## config.mk

```make
export PLATFORM = sky130hd
export DESIGN_NAME = uart_alu_ctrl
export DESIGN_NICKNAME = d
export VERILOG_FILES = /design/src/rtl/uart_alu_pkg.sv /design/src/rtl/uart_alu_ctrl_frame_timeout_ctr.sv /design/src/rtl/uart_alu_ctrl.sv
export SDC_FILE = /design/constraint.sdc
export NUM_CORES = 1
export LEC_CHECK = 0
export CAP_MARGIN = 20
export CORE_MARGIN = 1
export CORE_UTILIZATION = 54
export CTS_BUF_LIST = sky130_fd_sc_hd__clkbuf_8
export DETAILED_ROUTE_END_ITERATION = 7
export MAX_ROUTING_LAYER = met4
export PLACE_DENSITY = 0.86
export SLEW_MARGIN = 0
export SYNTH_ARGS = -nofsm -noshare
export SYNTH_HDL_FRONTEND = slang
export SYNTH_SLANG_ARGS = --single-unit
```

## constraint.sdc

```tcl
create_clock -name i_clk -period 5.6 [get_ports i_clk]
set_clock_uncertainty 0.2 [all_clocks]
set_input_delay 0.84 -clock i_clk [delete_from_list [all_inputs] [get_ports i_clk]]
set_output_delay 0.84 -clock i_clk [all_outputs]
set_load 0.02 [all_outputs]
```

## src/rtl/uart_alu_pkg.sv

```systemverilog
// Shared types and constants for the UART <-> ALU sequencer.
package uart_alu_pkg;

  localparam int unsigned NB_STATE = 3;

  typedef enum logic [NB_STATE-1:0] {
    S_WAIT_A  = 3'd0,
    S_WAIT_B  = 3'd1,
    S_WAIT_OP = 3'd2,
    S_EXEC    = 3'd3,
    S_WAIT_TX = 3'd4
  } state_t;

  // ALU opcodes (low 6 bits of the opcode byte)
  localparam logic [5:0] ADD = 6'b100000;
  localparam logic [5:0] SUB = 6'b100010;
  localparam logic [5:0] AND = 6'b100100;
  localparam logic [5:0] OR  = 6'b100101;
  localparam logic [5:0] XOR = 6'b100110;
  localparam logic [5:0] NOR = 6'b100111;
  localparam logic [5:0] SRA = 6'b000011;
  localparam logic [5:0] SRL = 6'b000010;

endpackage

```

## src/rtl/uart_alu_ctrl_frame_timeout_ctr.sv

```systemverilog
// Inter-byte timeout counter: counts enabled cycles, pulses expire on the
// last allowed cycle and wraps to zero so the next frame starts clean.
module frame_timeout_ctr #(
  parameter int unsigned TIMEOUT_CYCLES = 260420
) (
  input  logic clk,
  input  logic reset,
  input  logic clear,
  input  logic enable,
  output logic expire
);

  localparam int unsigned CW = (TIMEOUT_CYCLES > 2) ? $clog2(TIMEOUT_CYCLES) : 1;
  localparam logic [CW-1:0] LAST = CW'(TIMEOUT_CYCLES - 1);

  logic [CW-1:0] count;

  assign expire = enable && (count == LAST);

  // Count idle cycles; clear on accepted byte, outside the timed states, or on expiry
  always_ff @(posedge clk) begin
    if (reset || clear) begin
      count <= '0;
    end else if (enable) begin
      if (count == LAST) begin
        count <= '0;
      end else begin
        count <= count + 1'b1;
      end
    end
  end

endmodule

```

## src/rtl/uart_alu_ctrl.sv

```systemverilog
// Sequencer: gathers A, B, opcode bytes from the UART receiver, presents them
// to the ALU, then sends the ALU result back through the UART transmitter.
module uart_alu_ctrl
  import uart_alu_pkg::*;
#(
  parameter int unsigned NB_DATA        = 8,
  parameter int unsigned NB_OP          = 6,
  parameter int unsigned TIMEOUT_CYCLES = 260420
) (
  input  logic               i_clk,
  input  logic               i_reset,
  input  logic               i_rx_done_tick,
  input  logic [NB_DATA-1:0] i_rx_data,
  input  logic               i_tx_done_tick,
  input  logic [NB_DATA-1:0] i_alu_result,
  output logic [NB_DATA-1:0] o_alu_a,
  output logic [NB_DATA-1:0] o_alu_b,
  output logic [NB_OP-1:0]   o_alu_op,
  output logic               o_tx_start,
  output logic [NB_DATA-1:0] o_tx_data,
  output logic               o_busy,
  output logic               o_frame_err,
  output logic               o_overrun
);

  state_t state, state_next;
  logic   ld_a, ld_b, ld_op, ld_tx;
  logic   frame_err_next, overrun_next;
  logic   timed_state, to_enable, to_clear, to_expire;

  assign timed_state = (state == S_WAIT_B) || (state == S_WAIT_OP);
  // The counter only runs on idle cycles of a partial frame; a tick clears it,
  // which is also what makes a tick win over a coinciding expiry.
  assign to_enable   = timed_state && !i_rx_done_tick;
  assign to_clear    = !to_enable;
  assign o_busy      = (state == S_EXEC) || (state == S_WAIT_TX);

  frame_timeout_ctr #(
    .TIMEOUT_CYCLES(TIMEOUT_CYCLES)
  ) u_timeout (
    .clk    (i_clk),
    .reset  (i_reset),
    .clear  (to_clear),
    .enable (to_enable),
    .expire (to_expire)
  );

  // State register
  always_ff @(posedge i_clk) begin
    if (i_reset) begin
      state <= S_WAIT_A;
    end else begin
      state <= state_next;
    end
  end

  // Next-state decode and register load strobes
  always_comb begin
    state_next     = state;
    ld_a           = 1'b0;
    ld_b           = 1'b0;
    ld_op          = 1'b0;
    ld_tx          = 1'b0;
    frame_err_next = 1'b0;
    overrun_next   = 1'b0;
    case (state)
      S_WAIT_A: begin
        if (i_rx_done_tick) begin
          ld_a       = 1'b1;
          state_next = S_WAIT_B;
        end
      end
      S_WAIT_B: begin
        if (i_rx_done_tick) begin
          ld_b       = 1'b1;
          state_next = S_WAIT_OP;
        end else if (to_expire) begin
          frame_err_next = 1'b1;
          state_next     = S_WAIT_A;
        end
      end
      S_WAIT_OP: begin
        if (i_rx_done_tick) begin
          ld_op      = 1'b1;
          state_next = S_EXEC;
        end else if (to_expire) begin
          frame_err_next = 1'b1;
          state_next     = S_WAIT_A;
        end
      end
      S_EXEC: begin
        ld_tx        = 1'b1;
        overrun_next = i_rx_done_tick;
        state_next   = S_WAIT_TX;
      end
      S_WAIT_TX: begin
        overrun_next = i_rx_done_tick;
        if (i_tx_done_tick) begin
          state_next = S_WAIT_A;
        end
      end
      default: state_next = S_WAIT_A;
    endcase
  end

  // Registered ALU inputs, transmit byte and status pulses
  always_ff @(posedge i_clk) begin
    if (i_reset) begin
      o_alu_a     <= '0;
      o_alu_b     <= '0;
      o_alu_op    <= '0;
      o_tx_start  <= 1'b0;
      o_tx_data   <= '0;
      o_frame_err <= 1'b0;
      o_overrun   <= 1'b0;
    end else begin
      if (ld_a)  o_alu_a  <= i_rx_data;
      if (ld_b)  o_alu_b  <= i_rx_data;
      if (ld_op) o_alu_op <= i_rx_data[NB_OP-1:0];
      if (ld_tx) o_tx_data <= i_alu_result;
      o_tx_start  <= ld_tx;
      o_frame_err <= frame_err_next;
      o_overrun   <= overrun_next;
    end
  end

endmodule

```

==> results.cfg, run 1 <==
[sta]
tns_ps = 0
holdWs_ps = 259
worstMarginPinSlew_ps = 952
max_freq_mhz = 299
grt_setup_unrepaired = no
slew_headroom_pct = 36.0
hold_viol = 0
min_period_over_period_pct = 59.8
finalSetupViolations = 0
worst_slack_ps = 2250
drv_slew = 0
min_period_ps = 3350

[clocking]
clk_pin_slew_ps = 100
h-tree-depth = 2
numClockSinks = 54
cts_buffer_depth = 2
post_cts.repair.setup_buffers = 0
cts_hold_buffers = 0
cts_tree = yes
clock_latency_ps = 310
cts_buffers = 5
cts_resized = 0
cts_root_buf = clkbuf_8

[floorplan]
rows = 22
fp.dieW_microns = 65.7
die-area_sq_um = 4310
die_h_microns = 65.7
pin_count = 54
core_area_sq_um = 3770
start_util_pct = 58.1

[power]
intPower_uw = 529
power_per_cell_area_nw_per_um2 = 247
peakVddDrop_mv = 0.205
swShare_pct = 24.5
p_seq_share_pct = 57.2
clkPwrFrac_pct = 31.7
p_sw_uw = 172
p_leak_nw = 1.00
pwr-share-comb_pct = 11.1

[setup_path]
cp_slowest_cell = clkdlybuf4s50_1
cp_top_family = buffers and inverters
critPathKind = flop to primary output
path_max_fanout = 11
end_kind = primary output
critical_path_depth = 3
crit_arrival_ps = 2310
cp-start-kind = flop
r2r_cells = 4
crit_chain = nand3b_1 > o21ai_0 > clkdlybuf4s50_1
max_stage_delay_ps = 650
required_ps = 4560
path_buf_inv = 1

[placed_design]
place_area_sq_um = 2740
gp_congestion = 0.771
dp_worst_setup_slack_ps = 2600
portBuffers = 53
dpl.hpwl_mm = 3.31

[detailed_routing]
drcViolationCount = 0
wl_mm = 5.00
vias_per_cell = 5.57
ant_nets = 0
firstDrtPassIters = 4
dr.first_iter.drc_count = 132
wl_per_cell_microns = 15.2
dr_total_vias = 1838

[layout]
syn2layout_area_growth_pct = 29.4
final_cell_mix = dfxtp_1 (54), clkdlybuf4s50_1 (53), nor2_1 (33)
final_common_cell = dfxtp_1
drive_gt1_share_pct = 5.67
num-nets-final = 302
antenna_cells = 0
final_area_sq_um = 2830

[yosys]
yosysUniqueCellTypes = 37
synth_ff_type = dfxtp_1
async_flop_share_pct = 0
synthCells = 231
yosysWarningCount = 0
ys_seq_elements = 54
syn_area_sq_um = 2190
ys_seq_area_share_pct = 49.4
syn_area_per_cell_sq_um = 9.48
synth_edf_count = 0
syn_nets = 252

[grt]
antenna_found_initial = 0
grt_pass1_wl_mm = 8.00
track_usage_pct = 25.0
grt_max_degree = 38
grt_pass1_vias = 1704
grt_overflow = 0

[min_path]
worstHoldPathCells = 1
hold_class = flop to flop

[run_status]
status = completed

[run]
drv_cap = 0
[synthesized netlist by cell type (5+ instances only)]
cell type | number | share of area [%]
o31ai_1 | 6 | 2.1
nand2_1 | 21 | 3.6
or4_1 | 6 | 2.1
clkbuf_1 | 6 | 1.0
nand4_1 | 5 | 1.4
nand3_1 | 6 | 1.4
a21oi_1 | 18 | 4.1
mux2i_1 | 22 | 10
dfxtp_1 | 54 | 49
xor2_1 | 7 | 2.8
nor2_1 | 33 | 5.7
or3_1 | 5 | 1.4
o21ai_0 | 6 | 1.4
[routing by layer]
metal	up-vias	track usage, %	wire length [microns]
met2	38	40.3	2470
li1	909	-	-
met1	887	31.3	2300
met4	0	5.71	33
met5	-	-	0
met3	4	6.60	194
[power by group through the flow]
stage | Combinational [mW] | Sequential [mW] | Clock (mW)
after detailed placement | 0.0770 | 0.409 | 0
final | 0.0781 | 0.401 | 0.222
after CTS | 0.0783 | 0.400 | 0.221
after global placement | 0.0757 | 0.409 | 0
after floorplan | 0.0334 | 0.415 | 0
after global routing | 0.0834 | 0.402 | 0.239
[cell families (layout without fill, tap and decap cells)]
logic type,after synthesis,in the layout,synth area share [%]
mux,22,22,10.1
simple gates,100,100,24.5
compound gates,32,32,8.40
xor+xnor,8,8,4.06
flops,54,54,49.4
buf+inv,14,65,3.09
fa+ha+maj,1,1,0.571
[per-stage QoR]
step / total power [mW] / cells / utilization [%]
global route: 0.724 / 330 / 75.1
detailed placement: 0.486 / 322 / 72.7
floorplan: 0.449 / 231 / -
finish: 0.701 / 330 / 75.1
CTS: 0.700 / 330 / 75.1
global placement: 0.484 / 322 / 72.7
[flip-flops by register name, indices dropped and copies added (netlist names), 3 cells and up]
| register | cells |
|---|---|
| o_alu_a | 8 |
| o_alu_b | 8 |
| o_alu_op | 6 |
| o_tx_data | 8 |
| state | 3 |
| u_timeout.count | 18 |
[path summary, 6_finish.rpt]
kind / to / slack [ps] / start
worst max-delay path: o_busy / 2250 / state[1]
worst min register to register: u_timeout.count[0] / 260 / u_timeout.count[0]
worst max register to register: u_timeout.count[17] / 3400 / state[1]
worst min-delay path: u_timeout.count[0] / 260 / u_timeout.count[0]
[area by class of cell]
cell class	instances	area (sq um)
timing repair buffer	55	546
inverter	2	7.51
sequential	54	1080
clock inverter	2	8.76
tap	48	60.1
multi-input combinational	163	1050
fill	276	938
clock buffer	6	82.6
Note: power is estimated with default switching activity, not from simulation.
==> run 2, diff against run 1 <==
Settings changed: CORE_UTILIZATION 54 to 51, PLACE_DENSITY 0.86 to 0.82.
Clock period 5.6 ns to 3.48 ns, I/O delays scaled along.
==> run 2 against run 1 <==
Compared with the run above:
- count of clock-buffer cells in the layout unchanged
- critical endpoint unchanged
- non-clock buffer count increased by 2
- largest power group unchanged
- final area increased by 0.93%
- global-route usage decreased by 4.7 points
- routed wire length decreased by 11%
- total power increased by 62%
- clock power increased by 65%
- worst hold slack got worse by 6.2 ps
==> results.cfg, run 2 (same netlist as run 1, synthesis figures left out) <==
[sta]
slew_headroom_pct = 50.0
min_period_over_period_pct = 79.3
max_freq_mhz = 362
drv_slew = 0
min_period_ps = 2760
grt_setup_unrepaired = no
finalSetupViolations = 0
worstMarginPinSlew_ps = 750
tns_ps = 0
hold_viol = 0

[setup_path]
max_stage_delay_ps = 670
regToRegStartpoint = state[1]
end_kind = primary output
reg2reg_slack_ps = 1340
crit_arrival_ps = 2040
cp-start-kind = flop
path_max_fanout = 11
cp_top_family = buffers and inverters
crit_chain = nand3b_1 > buf_4 > o21ai_0 > clkdlybuf4s50_1
cp_slowest_cell = clkdlybuf4s50_1
path_buf_inv = 2
required_ps = 2760
critPathKind = flop to primary output
crit_start = state[1]

[detailed_routing]
route.met2.wl_mm = 2.06
dr_total_vias = 1839
drcViolationCount = 0
wl_mm = 4.44
wl_met3_microns = 149
firstDrtPassIters = 4
routed.top_layer = met4
ant_nets = 0
dr.first_iter.drc_count = 131
vias_per_cell = 5.51
wl_per_cell_microns = 13.3
wl_met1_mm = 2.16

[power]
swShare_pct = 24.3
pwr-share-comb_pct = 10.9
power_per_cell_area_nw_per_um2 = 397
p_leak_nw = 1.01
peakVddDrop_mv = 0.244
p_sw_uw = 275
intPower_uw = 859
clkPwrFrac_pct = 32.3
p_total_mw = 1.13
p_seq_share_pct = 56.8

[placed_design]
gp_congestion = 0.818
portBuffers = 53
dpl.hpwl_mm = 2.98

[grt]
track_usage_pct = 20.3
grt_pass1_wl_mm = 6.69
antenna_found_initial = 0
grt_pass1_vias = 1519
grt_overflow = 0
grt_max_degree = 35

[floorplan]
pin_count = 54
fp.dieW_microns = 67.5
rows = 23
start_util_pct = 54.0
die_h_microns = 67.5
die-area_sq_um = 4560
core_area_sq_um = 4060

[layout]
antenna_cells = 0
final_cell_mix = dfxtp_1 (54), clkdlybuf4s50_1 (53), nor2_1 (33)
regMostFlops = u_timeout.count
syn2layout_area_growth_pct = 30.6
largest_reg_flops = 18
num-nets-final = 304
final_common_cell = dfxtp_1
drive_gt1_share_pct = 6.69

[clocking]
post_cts.repair.setup_buffers = 0
cts_buffer_depth = 2
h-tree-depth = 2
cts_buffers = 5
cts_resized = 0
cts_tree = yes
cts_hold_buffers = 0
numClockSinks = 54
clk_pin_slew_ps = 100
clock_latency_ps = 310
cts_root_buf = clkbuf_8

[run_status]
status = completed

[run]
drv_cap = 0

[min_path]
hold_class = flop to flop
hold_path_startpoint = u_timeout.count[0]
run 2: power groups by stage:
stage	Combinational, mW	Clock (mW)	Sequential (mW)
4_1_cts	0.124	0.376	0.644
6_report	0.124	0.367	0.644
5_1_grt	0.134	0.399	0.646
2_1_floorplan	0.0538	0	0.668
3_3_place_gp	0.122	0	0.658
3_5_place_dp	0.124	0	0.658
run 2: routing by layer:
| metal | vias to the layer above | GRT usage, % |
|---|---|---|
| met4 | 0 | 8.24 |
| met3 | 7 | 4.05 |
| met2 | 41 | 31.8 |
| li1 | 917 | - |
| met5 | - | - |
| met1 | 874 | 25.4 |
run 2: cell type report:
class | count | area, sq um
well taps | 50 | 62.6
clock buffers | 6 | 82.6
fillers | 314 | 1200
inverters | 2 | 7.51
repair buffers | 57 | 561
multi-input cells | 163 | 1050
clock inverters | 2 | 17.5
flip-flops and latches | 54 | 1080
run 2: final timing paths:
| path | end | cells after the start |
|---|---|---|
| max | o_busy | 4 |
| min | u_timeout.count[0] | 1 |
| min reg2reg | u_timeout.count[0] | 1 |
| max reg2reg | u_timeout.count[13] | 4 |
run 2: per-stage QoR:
stage | area [sq um] | std cells | worst slack (ps) | utilization [%] | hold WS [ps]
CTS | 2860 | 334 | 719 | 70.5 | 257
floorplan | 2190 | 231 | 1600 | - | 213
detailed placement | 2760 | 326 | 868 | 68.0 | 243
global placement | 2760 | 326 | 965 | 68.0 | 230
finish | 2860 | 334 | 720 | 70.5 | 253
global route | 2860 | 334 | 609 | 70.5 | 285
